==> config.mk <==
export PLATFORM = sky130hd
export DESIGN_NAME = credit_recouple_flat
export DESIGN_NICKNAME = d
export VERILOG_FILES = /design/src/rtl/credit_recouple_if.sv /design/src/rtl/credit_recouple.sv /design/src/flat_wrapper.sv
export SDC_FILE = /design/constraint.sdc
export NUM_CORES = 1
export LEC_CHECK = 0
export BUFFER_PORTS_ARGS = -buffer_cell sky130_fd_sc_hd__buf_2
export CORE_UTILIZATION = 28
export CTS_CLUSTER_SIZE = 8
export DETAILED_ROUTE_END_ITERATION = 16
export MAX_ROUTING_LAYER = met4
export PLACE_DENSITY_LB_ADDON = 0.08
export SLEW_MARGIN = 20
export SYNTH_ARGS = -nofsm -noshare
export SYNTH_HDL_FRONTEND = slang
export SYNTH_SLANG_ARGS = --single-unit
==> constraint.sdc <==
create_clock -name clk -period 2.88 [get_ports clk]
set_input_delay 0.288 -clock clk [delete_from_list [all_inputs] [get_ports clk]]
set_output_delay 0.288 -clock clk [all_outputs]
set_load 0.005 [all_outputs]
==> src/rtl/credit_recouple_if.sv <==
// dti: valid/ready/data stream interface used on the drain side of credit_recouple.
interface dti #(
    parameter int W = 16
);
    logic         valid;
    logic         ready;
    logic [W-1:0] data;
    modport producer(output valid, output data, input ready);
    modport consumer(input valid, input data, output ready);
endinterface

==> src/rtl/credit_recouple.sv <==
// credit_recouple: receive end of a credit link; buffers words and returns one credit per drained word.
module credit_recouple #(
    parameter int DEPTH          = 4,
    parameter bit OPT_ERR_STICKY = 1,
    parameter int W              = 16,
    localparam int AW            = $clog2(DEPTH)
) (
    input  logic          clk,
    input  logic          rst,
    input  logic          link_valid,
    input  logic [W-1:0]  link_data,
    output logic          link_credit,
    dti.producer          dout,
    output logic          err,
    output logic [AW:0]   level
);
    localparam logic [AW:0] FULL = DEPTH[AW:0];

    logic [W-1:0] mem_q [DEPTH];
    logic [AW:0]  wptr_q, wptr_d, rptr_q, rptr_d, fptr_q, fptr_d;
    logic [W-1:0] data_q, data_d;
    logic         valid_q, valid_d, credit_q, credit_d, err_q, err_d;
    logic         pop, push, avail, fetch;

    // fptr marks the next word to move into the output register; the register's
    // word keeps its slot (between rptr and fptr) until it is handshaken
    always_comb begin
        pop      = valid_q && dout.ready;
        push     = link_valid && ((wptr_q - rptr_q) != FULL || pop);
        avail    = (fptr_q != wptr_q) || push;
        fetch    = (!valid_q || dout.ready) && avail;
        wptr_d   = wptr_q + {{AW{1'b0}}, push};
        rptr_d   = rptr_q + {{AW{1'b0}}, pop};
        fptr_d   = fptr_q + {{AW{1'b0}}, fetch};
        valid_d  = fetch || (valid_q && !dout.ready);
        data_d   = !fetch ? data_q : (fptr_q == wptr_q) ? link_data : mem_q[fptr_q[AW-1:0]];
        credit_d = pop;
        err_d    = (link_valid && !push) || (OPT_ERR_STICKY && err_q);
    end

    always_ff @(posedge clk or negedge rst) begin
        if (!rst) begin
            wptr_q   <= '0;
            rptr_q   <= '0;
            fptr_q   <= '0;
            data_q   <= '0;
            valid_q  <= 1'b0;
            credit_q <= 1'b0;
            err_q    <= 1'b0;
        end else begin
            wptr_q   <= wptr_d;
            rptr_q   <= rptr_d;
            fptr_q   <= fptr_d;
            data_q   <= data_d;
            valid_q  <= valid_d;
            credit_q <= credit_d;
            err_q    <= err_d;
        end
    end

    always_ff @(posedge clk) begin
        if (push) mem_q[wptr_q[AW-1:0]] <= link_data;
    end

    assign dout.valid  = valid_q;
    assign dout.data   = data_q;
    assign link_credit = credit_q;
    assign err         = err_q;
    assign level       = wptr_q - rptr_q;
endmodule

==> src/flat_wrapper.sv <==
// flat-port wrapper written by rule: the top's interface ports become plain ports
module credit_recouple_flat 
#(
    parameter int DEPTH          = 4,
    parameter bit OPT_ERR_STICKY = 1,
    parameter int W              = 16,
    localparam int AW            = $clog2(DEPTH)
)
  (clk, rst, link_valid, link_data, link_credit, err, level, dout_valid, dout_data, dout_ready);
  dti #(.W(W)) dout_i ();
  input  logic clk;
  input  logic rst;
  input  logic link_valid;
  input  logic [W-1:0] link_data;
  output logic link_credit;
  output logic err;
  output logic [AW:0] level;
  output wire logic [$bits(dout_i.valid)-1:0] dout_valid;
  output wire logic [$bits(dout_i.data)-1:0] dout_data;
  input wire logic [$bits(dout_i.ready)-1:0] dout_ready;
  assign dout_valid = dout_i.valid;
  assign dout_data = dout_i.data;
  assign dout_i.ready = dout_ready;
  credit_recouple #(.DEPTH(DEPTH), .OPT_ERR_STICKY(OPT_ERR_STICKY), .W(W)) u_core (.clk(clk), .rst(rst), .link_valid(link_valid), .link_data(link_data), .link_credit(link_credit), .dout(dout_i), .err(err), .level(level));
endmodule
==> run metrics, run 1 <==
Final Hold Fails=0; dpl ws=0.308 ns; # DRC=0; Worst Reg-to-Reg Cells=8; synth cell count leaders=edfxtp_1, dfrtp_1, mux2_2, mux4_2, mux2_4; crit path DAT=2.80 ns; critical path class=flip-flop to flip-flop; internal power=3.68 mW; number of I/O pins=42; Worst Hold Class=input pin to async pin; CTS tree=built; H-tree depth=3; Combinational Power Share=37.7%; core outline area=12800 um2; CP startpoint kind=flip-flop; Worst Path Max Fanout=6; Filler cells=1227; Slew HR=49.6%; port buffer count=41; Static Leak=1.74 nW; Die Outline Area=13900 um2; Worst-Skew Late Latency=0.34 ns; Post-CTS Setup Bufs=0; final setup margin=0.301 ns; Finished Layout Cells=419; synthesized flop and latch total=92; placed cell count=403; Mapped Cells=182; Net Sw Power=1.52 mW; YS warnings=0; die width=118 um; Sink Count=92; Flop pwr share=39.1%; Initial DRC Count=49; met3 usage=3.20%; EDFF count, synth=64; Final Cell Area=4540 um2; global-route wire length before repair=11.4 mm; status=complete, no violations; Longest Clk Path Bufs=2; post_cts resized=0; detailed-route wire length=7.12 mm; Wirelength per Cell=17.0 um; post-route total power=5.19 mW; Clock Tree Root=clkbuf_16; number of global-route vias before repair=1893; Synthesized Nets=210; setup tns final=0 ns; synthesis-to-finish area growth=21.1%; f_max=0.388 GHz; largest net degree at the start of global routing=29; share of layout cells above drive strength 1=51.0%; Net Sw Frac=29.2%; Avg Inst Size Synth=20.6 um2; global route hottest layer=met2; post-synth cell types=25; global-route track usage on met1=14.9%; top_reg_cell synth=edfxtp_1; sequential share of the synthesized area=69.9%; most common cell in the netlist=edfxtp_1; measured slew at the worst slew-check pin=0.756 ns; Worst Path Required=3.11 ns; drt first pass iters=4; Via-to-Cell Ratio=4.27; layout net count=270; CTS buffer count=9; Vias=1790; Synth area leader=edfxtp_1; final setup skew=0.0108 ns; number of nets with antenna violations after routing=0; Worst-path clk slew=0.07 ns; IR drop worst, VDD=412 uV; fraction of registers with async set/reset=30.4%; Starting Density=29.2%; initial antenna violation count=0; RSZ-0062 raised after global routing=no; row count=41; DP Area=4230 um2; Netlist Area Pre-Place=3750 um2; Die Height=118 um; crit path time final=2.58 ns; final period utilization=89.6%; MaxCap Viol Count=0; Crit. End Element=flip-flop; Global Route Usage Sum=11.8%; Synth top area share=51.3%; gp weighted congestion=0.714; synth top area cells=edfxtp_1, dfrtp_1, mux4_2, mux2_2, mux2_4; Max Slew Vio Count=0; hold_buf cts=0; met2 Use GR=17.7%; ANT cells=0; Congestion Overflow GR=0; Post-DP HPWL=4.75 mm; Power Dens Cells=1140 nW/um2; final setup violating endpoints=0; Clock Power Share=23.3%
==> through the flow <==
stage | hold WS, ns | utilization, %
2_1_floorplan | -0.00759 | -
3_3_place_gp | 0.402 | 33.0
3_5_place_dp | 0.410 | 33.0
4_1_cts | 0.0347 | 35.4
5_1_grt | 0.0781 | 35.4
6_report | 0.0136 | 35.4
==> power by group through the flow <==
stage / logic (mW) / clock network (mW) / registers [mW]
finish: 1.96 / 1.21 / 2.03
global route: 2.15 / 1.30 / 2.07
CTS: 2.02 / 1.26 / 2.04
detailed placement: 2.01 / 0 / 2.06
global placement: 2.02 / 0 / 2.06
floorplan: 1.41 / 0 / 2.03
==> logic make-up (layout without fill, tap and decap cells) <==
family                   count (synthesis)  count (layout)  synth area share, %
buffers and inverters                   14              79                 2.67
AO/OA/AOI/OAI                            3               3                0.634
adder cells (fa/ha/maj)                  8               8                 2.87
AND/OR/NAND/NOR                         10              10                 1.70
flip-flops                              92              92                 69.9
XOR/XNOR                                 7               7                 2.07
multiplexers                            48              48                 20.1
==> final timing paths <==
path	start	end	slack, ns
max	u_core.wptr_q[0]	u_core.dout.data[15]	0.30
min	rst	u_core.err	0.01
max reg2reg	u_core.wptr_q[0]	u_core.dout.data[15]	0.30
min reg2reg	u_core.rptr_q[2]	u_core.rptr_q[2]	0.48
max in group asynchronous	rst	u_core.dout.data[5]	2.38
min in group clk	link_data[11]	u_core.mem_q[1][11]	0.18
==> state kept, by name (all words and copies together) (netlist names) <==
name and count:
u_core.mem_q 64, u_core.dout.data 16, u_core.fptr_q 3, u_core.rptr_q 3
u_core.wptr_q 3, u_core.dout.valid 1, u_core.err 1, u_core.link_credit 1
==> metal layers <==
metal,up-vias,part of all wire [%],wire (um)
met3,8,2.8,203
li1,827,-,-
met5,-,0,0
met2,31,48,3420
met4,0,1.8,129
met1,924,47,3370
==> critical path: stages (launching register included) <==
cell and delay, ns:
dfrtp_1 0.45, inv_1 0.13, ha_1 0.21, fa_1 0.37
xor3_2 0.26, a41oi_1 0.22, o21a_1 0.26, buf_4 0.21
mux2_2 0.34
==> cell usage in the layout (no fill, tap or decap) <==
cell        netlist  final
xor3_2            1      1
nand3b_1          1      1
clkinv_2          0      1
clkinvlp_4        0      1
o21bai_1          1      1
ha_1              7      7
inv_1             7      7
bufinv_16         0      1
a41oi_1           1      1
clkbuf_8          0      2
and2_1            1      1
edfxtp_1         64     64
buf_4             0     15
xor2_1            3      3
clkbuf_16         0      9
dfrtp_1          28     28
xnor2_1           3      3
mux2_4            9      9
fa_1              1      1
mux2_2           23     23
o21a_1            1      1
clkinv_4          0      2
or2b_1            1      1
nor3_2            0      4
nand4b_1          1      1
nand3_2           1      1
nand2_1           1      1
mux4_2           16     16
buf_2             1     41
==> area by class of cell <==
type                    instances  area, um2  share of cell area, %
flip-flops and latches         92       2620                   57.7
multi-input cells              76       1050                   23.1
repair buffers                 56        318                   7.00
clock buffers                  11        253                   5.56
well taps                     172        215                   4.74
clock inverters                 5       60.1                   1.32
inverters                       7       26.3                  0.579
Power figures use the tool's default switching activity.
==> run 2, diff against run 1 <==
CORE_UTILIZATION = 45   (was 28)
==> run metrics, run 2 (synthesis results as in run 1) <==
status=complete, no violations; Static Leak=1.68 nW (-3.5%); register area=2620 um2 (unchanged); Final Hold Slack=0.160 ns (+0.146 ns); number of I/O pins=42 (unchanged); initial antenna violation count=0 (unchanged); CTS tree=built; Sink Count=92 (unchanged); CP cell instances=inv_1 > ha_1 > fa_1 > xor3_2 > a41oi_1 > o21a_1 > buf_4 > mux2_2; Worst Path Required=3.11 ns (about the same); share of layout cells above drive strength 1=49.6% (-1.4 points); Power Dens Cells=1120 nW/um2 (-2.4%); Starting Density=47.5% (+18 points); Net Sw Frac=30.4% (+1.2 points); Max Slew Vio Count=0 (unchanged); final core occ=54.9% (+19 points); number of nets with antenna violations after routing=0 (unchanged); multi-input logic area=1050 um2 (unchanged); Clock Tree Root=clkbuf_8; MaxCap Viol Count=0 (unchanged); RSZ-0062 raised after global routing=no; critical path's largest stage delay=0.45 ns (about the same); Die Height=93.3 um (-21%); largest net degree at the start of global routing=29 (unchanged); Crit. End Element=flip-flop; layout net count=269 (-0.37%); drt first pass iters=4 (unchanged); number of global-route vias before repair=2060 (+8.8%); IR drop worst, VDD=445 uV (+8.1%); post-route total power=4.83 mW (-7.0%); Post-DP HPWL=4.67 mm (-1.5%); Net Sw Power=1.47 mW (-3.3%); Slew HR=52.8% (+3.2 points); CP max stage cell=dfrtp_1; Worst Path Max Fanout=8 (+2); Flop pwr share=42.5% (+3.4 points); measured slew at the worst slew-check pin=0.709 ns (-0.0477 ns); global-route wire length before repair=10.8 mm (-4.8%); Via-to-Cell Ratio=5.32 (+25%); port buffer count=41 (unchanged); family with the most delay on the worst path=adder cells; Largest register FFs=64 (unchanged); Worst-path clk slew=0.09 ns (+0.02 ns); crit path DAT=2.83 ns (+0.03 ns); gp weighted congestion=0.759 (+6.2%); H-tree depth=3 (unchanged); die width=93.3 um (-21%); core outline area=7890 um2 (-38%); most frequent cells in the layout=edfxtp_1, buf_2, dfrtp_1, mux2_2, mux4_2; crit path time final=2.60 ns (+0.0169 ns); detailed-route wire length=6.95 mm (-2.4%); Filler cells=635 (-48%); row count=32 (-22%); final setup skew=0.00897 ns (-0.00186 ns); hold_buf cts=1 (+1); Die Outline Area=8700 um2 (-37%); CP startpoint kind=flip-flop; ANT cells=0 (unchanged); Buf+Inv Stages, Crit Path=2 (unchanged); Wirelength per Cell=20.0 um (+18%); Worst-Skew Late Latency=0.35 ns (about the same); Initial DRC Count=48 (-2.0%); CTS buffer count=9 (unchanged); Combinational Power Share=40.1% (+2.4 points); most common cell after layout, fill and taps aside=edfxtp_1; post_cts resized=0 (unchanged); final period utilization=90.1% (+0.59 points); Longest Clk Path Bufs=2 (unchanged); f_max=0.385 GHz (-0.65%); Vias=1851 (+3.4%); internal power=3.36 mW (-8.5%); final setup violating endpoints=0 (unchanged); Global Route Usage Sum=18.1% (+6.3 points); # DRC=0 (unchanged); Clock Power Share=17.4% (-5.9 points); Final Hold Fails=0 (unchanged); Worst Hold Class=input pin to flip-flop; Congestion Overflow GR=0 (unchanged); critical path class=flip-flop to flip-flop; Post-CTS Setup Bufs=0 (unchanged); synthesis-to-finish area growth=15.4%
[run 2: cell types whose count changed in the layout (fill, tap and decap cells not counted)]
cell           change
clkinv_1           +1
clkbuf_8           +8
clkinv_2           +1
clkbuf_1           +1
dlygate4sd3_1      +1
clkinv_4           -2
clkbuf_16          -9
buf_4              -2
[run 2: stage by stage]
stage	cell area (um2)	worst slack (ns)	setup TNS (ns)	instances
global placement	4130	0.441	0	331
CTS	4330	0.268	0	348
detailed placement	4130	0.311	0	331
global route	4330	0.178	0	348
floorplan	3750	-0.193	-12.36	182
finish	4330	0.284	0	348
[run 2: area by class of cell]
class	instances	area share, %
clock buffers	11	3.27
clock inverters	5	1.18
inverters	7	0.607
multi-input cells	76	24.2
flip-flops and latches	92	60.6
well taps	102	2.95
repair buffers	55	7.23
[run 2: metal layers]
layer	global-route usage (%)	share of wire, %
met2	29.5	52
met1	21.4	41
met3	3.33	4.0
met4	9.74	2.7
met5	-	0
[run 2: power groups by stage]
stage | Sequential, mW | Clock [mW] | Combinational, mW
CTS | 2.06 | 0.867 | 1.99
global placement | 2.07 | 0 | 1.91
detailed placement | 2.09 | 0 | 1.98
global route | 2.10 | 0.910 | 2.10
finish | 2.05 | 0.838 | 1.94
floorplan | 2.03 | 0 | 1.41
[run 2: worst reg2reg max path: stages, from the launching register on]
cell and delay [ns]:
dfrtp_1 0.45, inv_1 0.12, ha_1 0.22, fa_1 0.41, xor3_2 0.27, a41oi_1 0.24, o21a_1 0.20, buf_4 0.21
mux2_2 0.35
[run 2: worst paths after layout]
path                             startpoint                   end  slack, ns  cells past startpoint
hold / removal                link_data[10]   u_core.mem_q[0][10]       0.16                      1
max in group asynchronous               rst   u_core.dout.data[3]       1.91                      2
setup reg to reg           u_core.wptr_q[0]   u_core.dout.data[3]       0.28                      8
hold reg to reg                  u_core.err            u_core.err       0.50                      1
setup / recovery           u_core.wptr_q[0]   u_core.dout.data[3]       0.28                      8
min in group asynchronous               rst  u_core.dout.data[14]       0.52                      2
